## config.mk

```make
export PLATFORM = sky130hd
export DESIGN_NAME = vector_write_back_buffer
export DESIGN_NICKNAME = d
export VERILOG_FILES = /design/src/rtl/vector_write_back_buffer.sv
export SDC_FILE = /design/constraint.sdc
export NUM_CORES = 1
export LEC_CHECK = 0
export CORE_AREA = 2 2 451 453
export DETAILED_ROUTE_END_ITERATION = 7
export DIE_AREA = 0 0 453 455
export HOLD_SLACK_MARGIN = 0.02
export SKIP_LAST_GASP = 1
export SYNTH_ARGS = -nofsm -noshare
export SYNTH_HDL_FRONTEND = slang
export SYNTH_SLANG_ARGS = --single-unit
```

## constraint.sdc

```tcl
create_clock -name clk -period 59.5 [get_ports clk]
set_input_delay 17.85 -clock clk [delete_from_list [all_inputs] [get_ports clk]]
set_output_delay 17.85 -clock clk [all_outputs]
set_load 0.1 [all_outputs]
```

## src/rtl/vector_write_back_buffer.sv

```systemverilog
// Vector write-back buffer: queues execute/LSU results and replays them
// to the vector register file one write at a time, with a pending-rd scoreboard.
module vector_write_back_buffer #(
    parameter int LEN         = 32,
    parameter int VECTOR_SIZE = 8,
    parameter int DEPTH       = 2,
    localparam int VLEN       = VECTOR_SIZE * LEN
) (
    input  logic            clk,
    input  logic            rst,
    input  logic            rdy_in,
    input  logic            in_valid,
    output logic            in_ready,
    input  logic [4:0]      in_rd,
    input  logic            in_vm,
    input  logic [VLEN-1:0] in_mask,
    input  logic [VLEN-1:0] in_data,
    input  logic [LEN-1:0]  in_length,
    input  logic [2:0]      in_data_type,
    input  logic [1:0]      rf_status,
    output logic [1:0]      rf_signal,
    output logic [4:0]      rf_rd,
    output logic            rf_vm,
    output logic [VLEN-1:0] rf_mask,
    output logic [VLEN-1:0] rf_data,
    output logic [LEN-1:0]  rf_length,
    output logic [2:0]      rf_data_type,
    output logic            write_back_enabled,
    output logic [31:0]     pending_rd,
    output logic            wb_done,
    output logic            wb_error,
    output logic            busy
);

    localparam int AW = $clog2(DEPTH);

    localparam logic [1:0] RF_NOP          = 2'b00;
    localparam logic [1:0] RF_FINISHED     = 2'b01;
    localparam logic [1:0] VECTOR_RF_WRITE = 2'b10;

    typedef enum logic [1:0] {
        IDLE  = 2'd0,
        WRITE = 2'd1,
        WAIT  = 2'd2
    } state_e;

    state_e state_q, state_d;

    logic [4:0]      rd_q   [DEPTH];
    logic            vm_q   [DEPTH];
    logic [VLEN-1:0] mask_q [DEPTH];
    logic [VLEN-1:0] data_q [DEPTH];
    logic [LEN-1:0]  len_q  [DEPTH];
    logic [2:0]      type_q [DEPTH];
    logic [DEPTH-1:0] vld_q;

    logic [AW-1:0] wr_ptr_q, rd_ptr_q, rd_nxt;
    logic [AW:0]   count_q;

    logic push, pop, head_vld;

    // Types 0..3 are byte/half/word/double; anything with bit 2 set is illegal.
    function automatic logic legal(input logic [2:0] t);
        legal = (t[2] == 1'b0);
    endfunction

    // Element count limited to what fits in one VLEN-bit register.
    function automatic logic [LEN-1:0] clamp(input logic [LEN-1:0] len,
                                             input logic [2:0]     t);
        logic [LEN-1:0] maxe;
        maxe  = LEN'(VLEN / 8) >> t[1:0];
        clamp = (legal(t) && len > maxe) ? maxe : len;
    endfunction

    assign in_ready = (count_q != (AW+1)'(DEPTH));
    assign push     = rdy_in & in_valid & in_ready;
    assign rd_nxt   = rd_ptr_q + AW'(1);
    assign head_vld = vld_q[rd_ptr_q];

    always_comb begin
        state_d  = state_q;
        pop      = 1'b0;
        wb_done  = 1'b0;
        wb_error = 1'b0;
        if (rdy_in) begin
            unique case (state_q)
                IDLE: begin
                    if (head_vld) begin
                        if (legal(type_q[rd_ptr_q])) begin
                            state_d = WRITE;
                        end else begin
                            pop      = 1'b1;
                            wb_error = 1'b1;
                        end
                    end else if (push && legal(in_data_type)) begin
                        state_d = WRITE;
                    end
                end
                WRITE: state_d = WAIT;
                WAIT: begin
                    if (rf_status == RF_FINISHED) begin
                        pop     = 1'b1;
                        wb_done = 1'b1;
                        if (count_q > (AW+1)'(1)) begin
                            state_d = legal(type_q[rd_nxt]) ? WRITE : IDLE;
                        end else begin
                            state_d = (push && legal(in_data_type)) ? WRITE : IDLE;
                        end
                    end
                end
                default: state_d = IDLE;
            endcase
        end
    end

    always_ff @(posedge clk or negedge rst) begin
        if (!rst) begin
            state_q  <= IDLE;
            vld_q    <= '0;
            wr_ptr_q <= '0;
            rd_ptr_q <= '0;
            count_q  <= '0;
        end else begin
            state_q <= state_d;
            if (pop) begin
                vld_q[rd_ptr_q] <= 1'b0;
                rd_ptr_q        <= rd_nxt;
            end
            if (push) begin
                vld_q[wr_ptr_q] <= 1'b1;
                wr_ptr_q        <= wr_ptr_q + AW'(1);
            end
            unique case ({push, pop})
                2'b10:   count_q <= count_q + (AW+1)'(1);
                2'b01:   count_q <= count_q - (AW+1)'(1);
                default: count_q <= count_q;
            endcase
        end
    end

    // Payload storage needs no reset; it is qualified by vld_q everywhere.
    always_ff @(posedge clk) begin
        if (push) begin
            rd_q[wr_ptr_q]   <= in_rd;
            vm_q[wr_ptr_q]   <= in_vm;
            mask_q[wr_ptr_q] <= in_mask;
            data_q[wr_ptr_q] <= in_data;
            len_q[wr_ptr_q]  <= clamp(in_length, in_data_type);
            type_q[wr_ptr_q] <= in_data_type;
        end
    end

    always_comb begin
        pending_rd = '0;
        for (int i = 0; i < DEPTH; i++) begin
            if (vld_q[i]) pending_rd[rd_q[i]] = 1'b1;
        end
    end

    assign write_back_enabled = (state_q == WRITE);
    assign rf_signal    = (state_q == WRITE) ? VECTOR_RF_WRITE : RF_NOP;
    assign rf_rd        = head_vld ? rd_q[rd_ptr_q]   : '0;
    assign rf_vm        = head_vld ? vm_q[rd_ptr_q]   : 1'b0;
    assign rf_mask      = head_vld ? mask_q[rd_ptr_q] : '0;
    assign rf_data      = head_vld ? data_q[rd_ptr_q] : '0;
    assign rf_length    = head_vld ? len_q[rd_ptr_q]  : '0;
    assign rf_data_type = head_vld ? type_q[rd_ptr_q] : '0;
    assign busy         = (count_q != '0) || (state_q != IDLE);

endmodule
```

Yosys cells after proc, flatten, opt, wreduce, memory -nomap -nowiden
Memories as Yosys holds them, arrays and structs flattened. Index checks and enable logic that the tools add are counted. Widths: inputs -> output; s select.

Memories: 6. Memory bits (writable): 1106. Logic and storage cells: 96. Input bits: 559. Output and inout port bits: 592. Register bits after elaboration: 8.

Add/subtract/negate cells: 4. Reductions and logical operators: 12. Equality and inequality tests: 9. Magnitude comparators: 10. Shifts and indexed selects: 1. Multiplexer cells: 42. Bitwise operators: 7.

Memories: data_q (depth 2, bits a word 256, rd ports 1, clocked after memory_dff 0, wr ports 1, line 52) `logic [VLEN-1:0] data_q [DEPTH];`; mask_q (depth 2, bits a word 256, rd ports 1, clocked after memory_dff 0, wr ports 1, line 51) `logic [VLEN-1:0] mask_q [DEPTH];`; len_q (depth 2, bits a word 32, rd ports 1, clocked after memory_dff 0, wr ports 1, line 53) `logic [LEN-1:0] len_q [DEPTH];`; rd_q (depth 2, bits a word 5, rd ports 3, clocked after memory_dff 0, wr ports 1, line 49) `logic [4:0] rd_q [DEPTH];`; type_q (depth 2, bits a word 3, rd ports 2, clocked after memory_dff 0, wr ports 1, line 54) `logic [2:0] type_q [DEPTH];`; vm_q (depth 2, bits a word 1, rd ports 1, clocked after memory_dff 0, wr ports 1, line 50) `logic vm_q [DEPTH];`.

Operator list (number): $mux 256 (2); $mux 32 (4); $gt 32x32->1 (1); $or 32x32->32 (1); $shr 6x2->32 const A (1); $mux 1 (20); $mux 2 (7); $lt 5x6->1 const B (2); $demux 1 s5 (2); $ge 5x1->1 const B (2); $eq 2x1->1 const B (3); $logic_and 1x1->1 (6); $ne 3x3->1 const B (2); $pmux 2 s3 (1); $reduce_bool 2->1 (3); $mux 5 (1); $eq 2x2->1 const B (2); $lt 1x2->1 const B (2); $ne 2x2->1 const B (2); $pmux 2 s2 (1); $reduce_and 4->1 (1); $mux 3 (1); $add 1x1->1 const B (2); $add 2x1->2 const B (1); 12 further kinds (15).

Depth between registers and ports, before layout
Depth in word-level cells: 9. Mapped depth: 7.

Worst setup path after synthesis
Ideal clock, no wire load.

Path type: input-to-reg. Start point: input rdy_in. End point: memory data_q[0][0] (netlist name), enable pin. Cell stages on the path: 3. Setup slack: 16.723 ns. Library setup time: 1.489 ns. Arrival: 41.288 ns. Buffers on the path: 1. Data required time: 58.011 ns. Path through: clkbuf_1 -> nand3b_1 -> nor2_1.

Cells in the longest elaborated chain, start to end: 4.

RTL lines: start, declared (line 11) `input logic rdy_in,`; $and 1x1->1 (2 in a row) (line 76) `assign push = rdy_in & in_valid & in_ready;`; $mux 1 (line 143) `if (push) begin`; $mux 1 (not written as such) (line 147) `data_q[wr_ptr_q] <= in_data;`; end, declared (line 52).

No other way between the ends.

Worst setup path in the final report
Start point: input rf_status[0]. End point: output wb_done.

Cells in the longest elaborated chain, start to end: 4.

RTL lines: start, declared (line 20) `input logic [1:0] rf_status,`; $eq 2x1->1 (line 101) `if (rf_status == RF_FINISHED) begin`; $mux 1 (line 101); $mux 1 (line 86) `unique case (state_q)`; $mux 1 (line 85) `if (rdy_in) begin`; end, declared (line 30) `output logic wb_done,`.

No other way between the ends.

==> results.cfg <==
[run_status]
status = finished clean

[grt]
grt_pass1_vias = 26600
grt_max_degree = 153
grt_pass1_wl_um = 195000
grt.total_usage_pct = 13.1
antenna_found_initial = 23
overflow = 0

[setup_path]
path_max_fanout = 3
cp_top_family = buffers and inverters
ff2ff_setup_slack_ns = 53.15
worstRegToRegCells = 9
r2r_end = mask_q[1][122]
cp_num_buf_inv = 2
cp_slowest_cell = clkdlybuf4s50_1
required_ns = 41.65
cp.arrival_ns = 20.19
setup.worst_path.class = in -> out
max_stage_delay_ns = 1.17
crit_path_end_kind = output port
crit_chain = clkdlybuf4s50_1 > nor2b_1 > and3b_1 > and2_1 > clkdlybuf4s50_1
critical_path.startpoint_type = input pin
crit_top_cell = clkdlybuf4s50_1
r2r_start = count_q[0]

[flow_run]
maxCapViolCount = 0

[cts]
htree_levels = 3
path_clk_slew_ns = 0.06
cts_tree = done
cts_buffer_depth = 3
insertion_delay_ns = 0.76
numClockSinks = 1114
root_buffer = clkbuf_16
postCtsSetupBuffers = 0
hold_buffers = 0
post_cts_resized = 0
cts_buffers = 121

[synthesis]
synth.avg_cell_area_um2 = 16.9
ys_types = 49
synth-edff-count = 1106
synthTopCellsByCount = 1106 x edfxtp_1, 566 x nor2_1, 553 x mux2i_1
synth_nets = 3114
synthFlopType = edfxtp_1
synth_top_area_share_pct = 77.3
synth-warning-count = 0
ys_ff_latch = 1114
yosysMostFrequentCell = edfxtp_1
synth.area.top_cells = edfxtp_1 77%, mux2i_1 13%, nor2_1 4.9%, buf_2 0.89%, clkbuf_1 0.53%
synth_top_area_cell = edfxtp_1
postSynth.asyncResetShare_pct = 0.718
syn_area_um2 = 43000
ys_seq_area_share_pct = 77.8
netlist_instances = 2547

[worst_hold_path]
hold_start = count_q[0]
hold_path_class = reg -> reg
min_to = count_q[0]
worstHoldPathCells = 1

[sta]
clock.fmax_mhz = 26.3
fin_skew_ns = 0.0427
hold_viol_final = 0
finalMaxSlewViolations = 0
slew_headroom_pct = 13.0
period_share_pct = 63.9
rsz0062_at_grt = false
post-route-min-period_ns = 38.04
setup-violations-final = 0
setup_tns_ns = 0
worst_pin_slew_ns = 1.30
finalHoldWorstSlack_ns = 0.532

[route]
routed_via_density = 4.06
vias = 26400
dr.first_iter.drc_count = 2130
post-route-drc-count = 0
postRouteAntennaNets = 0
drt-pass1-iter-count = 6
wl_per_cell_um = 22.0
routed_wirelength_um = 143000

[finish]
area_growth_pct = 43.0
utilization_pct = 30.5
fin_area_um2 = 61400
drive_gt1_share_pct = 6.00
final_nets = 4282

[place]
dpl.hpwl_um = 104000
placed_cell_area_um2 = 57500
gp_congestion = 0.909
io_buffer_count = 1149

[floorplan]
row_count = 165
die_x_um = 453
die_h_um = 455
ioPinCount = 1151
start_util_pct = 21.3
core_area_um2 = 201000
die_area_um2 = 206000
[layer usage]
metal | global-route usage (%) | routed length, um | vias to the layer above
met5 | 0 | 0 | -
met4 | 4.44 | 3350 | 0
met1 | 15.3 | 55400 | 13300
met3 | 4.31 | 11900 | 188
met2 | 22.4 | 72400 | 1018
li1 | - | - | 12000
[cell type report]
type                       instances  area [um^2]
antenna                           17         42.5
clock buffer                     139         3100
inverter                           5         18.8
sequential                      1114        33400
multi-input combinational       1287         8900
fill                           20000       140000
tap                             2672         3340
clock inverter                    84          798
timing repair buffer            1186        11800
[layout by cell type (no fill, tap or decap), types with 17 or more instances in the layout]
| cell type | netlist | layout |
|---|---|---|
| clkdlybuf4s50_1 | 0 | 1148 |
| edfxtp_1 | 1106 | 1106 |
| nor2_1 | 566 | 564 |
| mux2i_1 | 553 | 552 |
| clkbuf_16 | 0 | 121 |
| buf_4 | 2 | 34 |
| o22ai_1 | 32 | 32 |
| clkinv_1 | 0 | 31 |
| clkinv_2 | 0 | 21 |
| a21boi_1 | 18 | 18 |
| clkbuf_1 | 61 | 18 |
| diode_2 | 0 | 17 |
[state kept, by name, summed over array words and instances (netlist names), 2 cells and up]
register  cells
data_q      512
state_q       2
mask_q      512
len_q        64
count_q       2
rd_q         10
type_q        6
vm_q          2
vld_q         2
[metrics by stage]
stage	std cells	setup slack, ns
6_report	6504	21.46
5_1_grt	6499	21.36
4_1_cts	6487	21.42
3_5_place_dp	6264	21.42
3_3_place_gp	6264	21.44
2_1_floorplan	2547	16.72
[worst max path at each step]
| stage | startpoint | end | slack (ns) | cells past startpoint |
|---|---|---|---|---|
| 2_1_floorplan | rdy_in | data_q[0][0] | 16.72 | 3 |
| 3_3_place_gp | rf_status[0] | wb_done | 21.44 | 5 |
| 3_5_place_dp | rf_status[0] | wb_done | 21.42 | 5 |
| 4_1_cts | rf_status[0] | wb_done | 21.42 | 5 |
| 5_1_grt | rf_status[0] | wb_done | 21.36 | 5 |
| 6_report | rf_status[0] | wb_done | 21.46 | 5 |
[logic make-up after synthesis]
family                     Yosys count  share of synthesized area [%]
muxes                              553                           12.9
and+or+nand+nor                    632                           5.95
buffers and inverters              146                           1.55
AOI/OAI and AO/OA                   89                           1.51
DFF                               1114                           77.8
xor gates and xnor gates             4                         0.0816
other                                1                        0.00873
adders and majority gates            8                          0.233
Power is not shown: default switching activity piles up to over one toggle a cycle in this logic, so the estimate is an artifact.
==> edit, RTL diff (same settings) <==
Register the output `write_back_enabled`, with the module's reset; this adds one clock of latency there. The other outputs are not delayed to match.
--- a/src/rtl/vector_write_back_buffer.sv
+++ b/src/rtl/vector_write_back_buffer.sv
@@ -158,5 +158,11 @@
     end
 
-    assign write_back_enabled = (state_q == WRITE);
+    always_ff @(posedge clk or negedge rst) begin
+        if (!rst) begin
+            write_back_enabled <= '0;
+        end else begin
+            write_back_enabled <= (state_q == WRITE);
+        end
+    end
     assign rf_signal    = (state_q == WRITE) ? VECTOR_RF_WRITE : RF_NOP;
     assign rf_rd        = head_vld ? rd_q[rd_ptr_q]   : '0;
Formal check against the unedited RTL: not equivalent (Yosys sat finds a counterexample within 4 cycles, from zero or initial values and one cycle with rst low).
==> edit against the original RTL <==
- count of clock-buffer cells in the layout rose by 29
- hold slack got worse by 0.0095 ns
- synthesized area barely moved
- worst setup slack got worse by 0.085 ns
- sequential cell count rose by 1
- design area rose by 0.66%
- routed wire length rose by 4.3%
- via count rose by 0.75%
- critical endpoint unchanged
Power is left out: the tool's default activity adds up to more than one toggle a clock period on the data nets, which glitch-free logic cannot reach.
==> edit: results <==
export IMPL_cts_resized=0
export IMPL_clk_pin_slew_ns=0.05
export IMPL_hp_class="reg -> reg"
export IMPL_max_slew_margin_rel=0.165
export IMPL_yosys_top_cells_count="edfxtp_1, nor2_1, mux2i_1, buf_2, clkbuf_1"
export IMPL_grt_max_degree=151
export IMPL_status="finished, final reports clean"
export IMPL_numCtsBuffers=132
export IMPL_post_cts_setup_buffers=0
export IMPL_grt_usage=0.137
export IMPL_crit_start="rf_status[0]"
export IMPL_drt_pass1_iter_count=5
export IMPL_wl_per_cell_um=22.9
export IMPL_htreeDepth=4
export IMPL_drt_initial_drc_count=2246
export IMPL_dp_hpwl_um=108000
export IMPL_ys_types=49
export IMPL_fill_cells=19800
export IMPL_finalNetCount=4292
export IMPL_dp_cells=6263
export IMPL_synthCells=2547
export IMPL_cp_max_fo=3
export IMPL_synth_area_top_cells="edfxtp_1, mux2i_1, nor2_1"
export IMPL_ff2ff_setup_slack_ns=54.07
export IMPL_ys_seq_area_frac=0.778
export IMPL_synthArstFlopShare=0.00807
export IMPL_grt_antenna_before_repair=30
export IMPL_finalClockSkew_ns=0.0298
export IMPL_io_buffers=1149
export IMPL_clock_latency_ns=0.79
export IMPL_cts_root_buffer="clkbuf_16"
export IMPL_r2r_start="count_q[0]"
export IMPL_ys_warn_count=0
export IMPL_grt_pass1_vias=26200
export IMPL_gp_congestion=0.888
export IMPL_crit_arrival_ns=20.28
export IMPL_synth_edf_count=1106
export IMPL_stdcell_count=6507
export IMPL_reg_largest_list="data_q: 512 flops, mask_q: 512 flops, len_q: 64 flops"
export IMPL_grt_pass1_wl_um=200000
export IMPL_clock_path_buffers=3
export IMPL_vias=26600
export IMPL_drive_gt1_frac=0.0659
export IMPL_syn_nets=3114
export IMPL_worstHoldStart="count_q[0]"
export IMPL_synth_flop_cell="edfxtp_1"
edit: final timing paths:
path,end,depth (start not counted)
max,wb_done,5
min,count_q[0],1
max reg2reg,data_q[1][5],8
min reg2reg,count_q[0],1
max in group asynchronous,rd_ptr_q,1
min in group asynchronous,state_q[0],1
edit: area by class of cell:
cell class                      count  area [um2]  area share
Sequential cell                  1115       33400       0.541
Timing Repair Buffer             1184       11800       0.190
Multi-Input combinational cell   1287        8900       0.144
Clock buffer                      168        3480      0.0563
Tap cell                         2672        3340      0.0541
Clock inverter                     64         857      0.0139
Antenna cell                       12        30.0    0.000486
Inverter                            5        18.8    0.000303
edit: cell families after synthesis:
kind of cell,count (synthesis),share of synthesized area
AO/OA/AOI/OAI,89,0.0151
other,1,0.0000873
adder cells (fa/ha/maj),8,0.00233
buffers and inverters,145,0.0153
XOR/XNOR,4,0.000815
flip-flops,1115,0.778
AND/OR/NAND/NOR,632,0.0595
multiplexers,553,0.129
edit: worst max-delay path: stages:
cell,delay (ns)
clkdlybuf4s50_1,0.53
nor2b_1,0.27
and3b_1,0.25
and2_1,0.21
clkdlybuf4s50_1,1.16
edit: metal layers:
| metal | vias to the layer above | global-route usage | share of wire |
|---|---|---|---|
| met5 | - | 0 | 0.00025 |
| met4 | 6 | 0.0482 | 0.029 |
| met3 | 265 | 0.0543 | 0.093 |
| met2 | 1048 | 0.229 | 0.50 |
| met1 | 13400 | 0.159 | 0.38 |
| li1 | 12000 | - | - |
edit: metrics by stage:
stage,hold WS [ns],area (um2),util,worst slack [ns]
3_3_place_gp,0.489,57500,0.286,21.34
5_1_grt,0.536,61800,0.307,21.34
6_report,0.522,61800,0.307,21.37
3_5_place_dp,0.509,57500,0.286,21.36
4_1_cts,0.516,61800,0.307,21.36
2_1_floorplan,0.468,43000,-,16.72
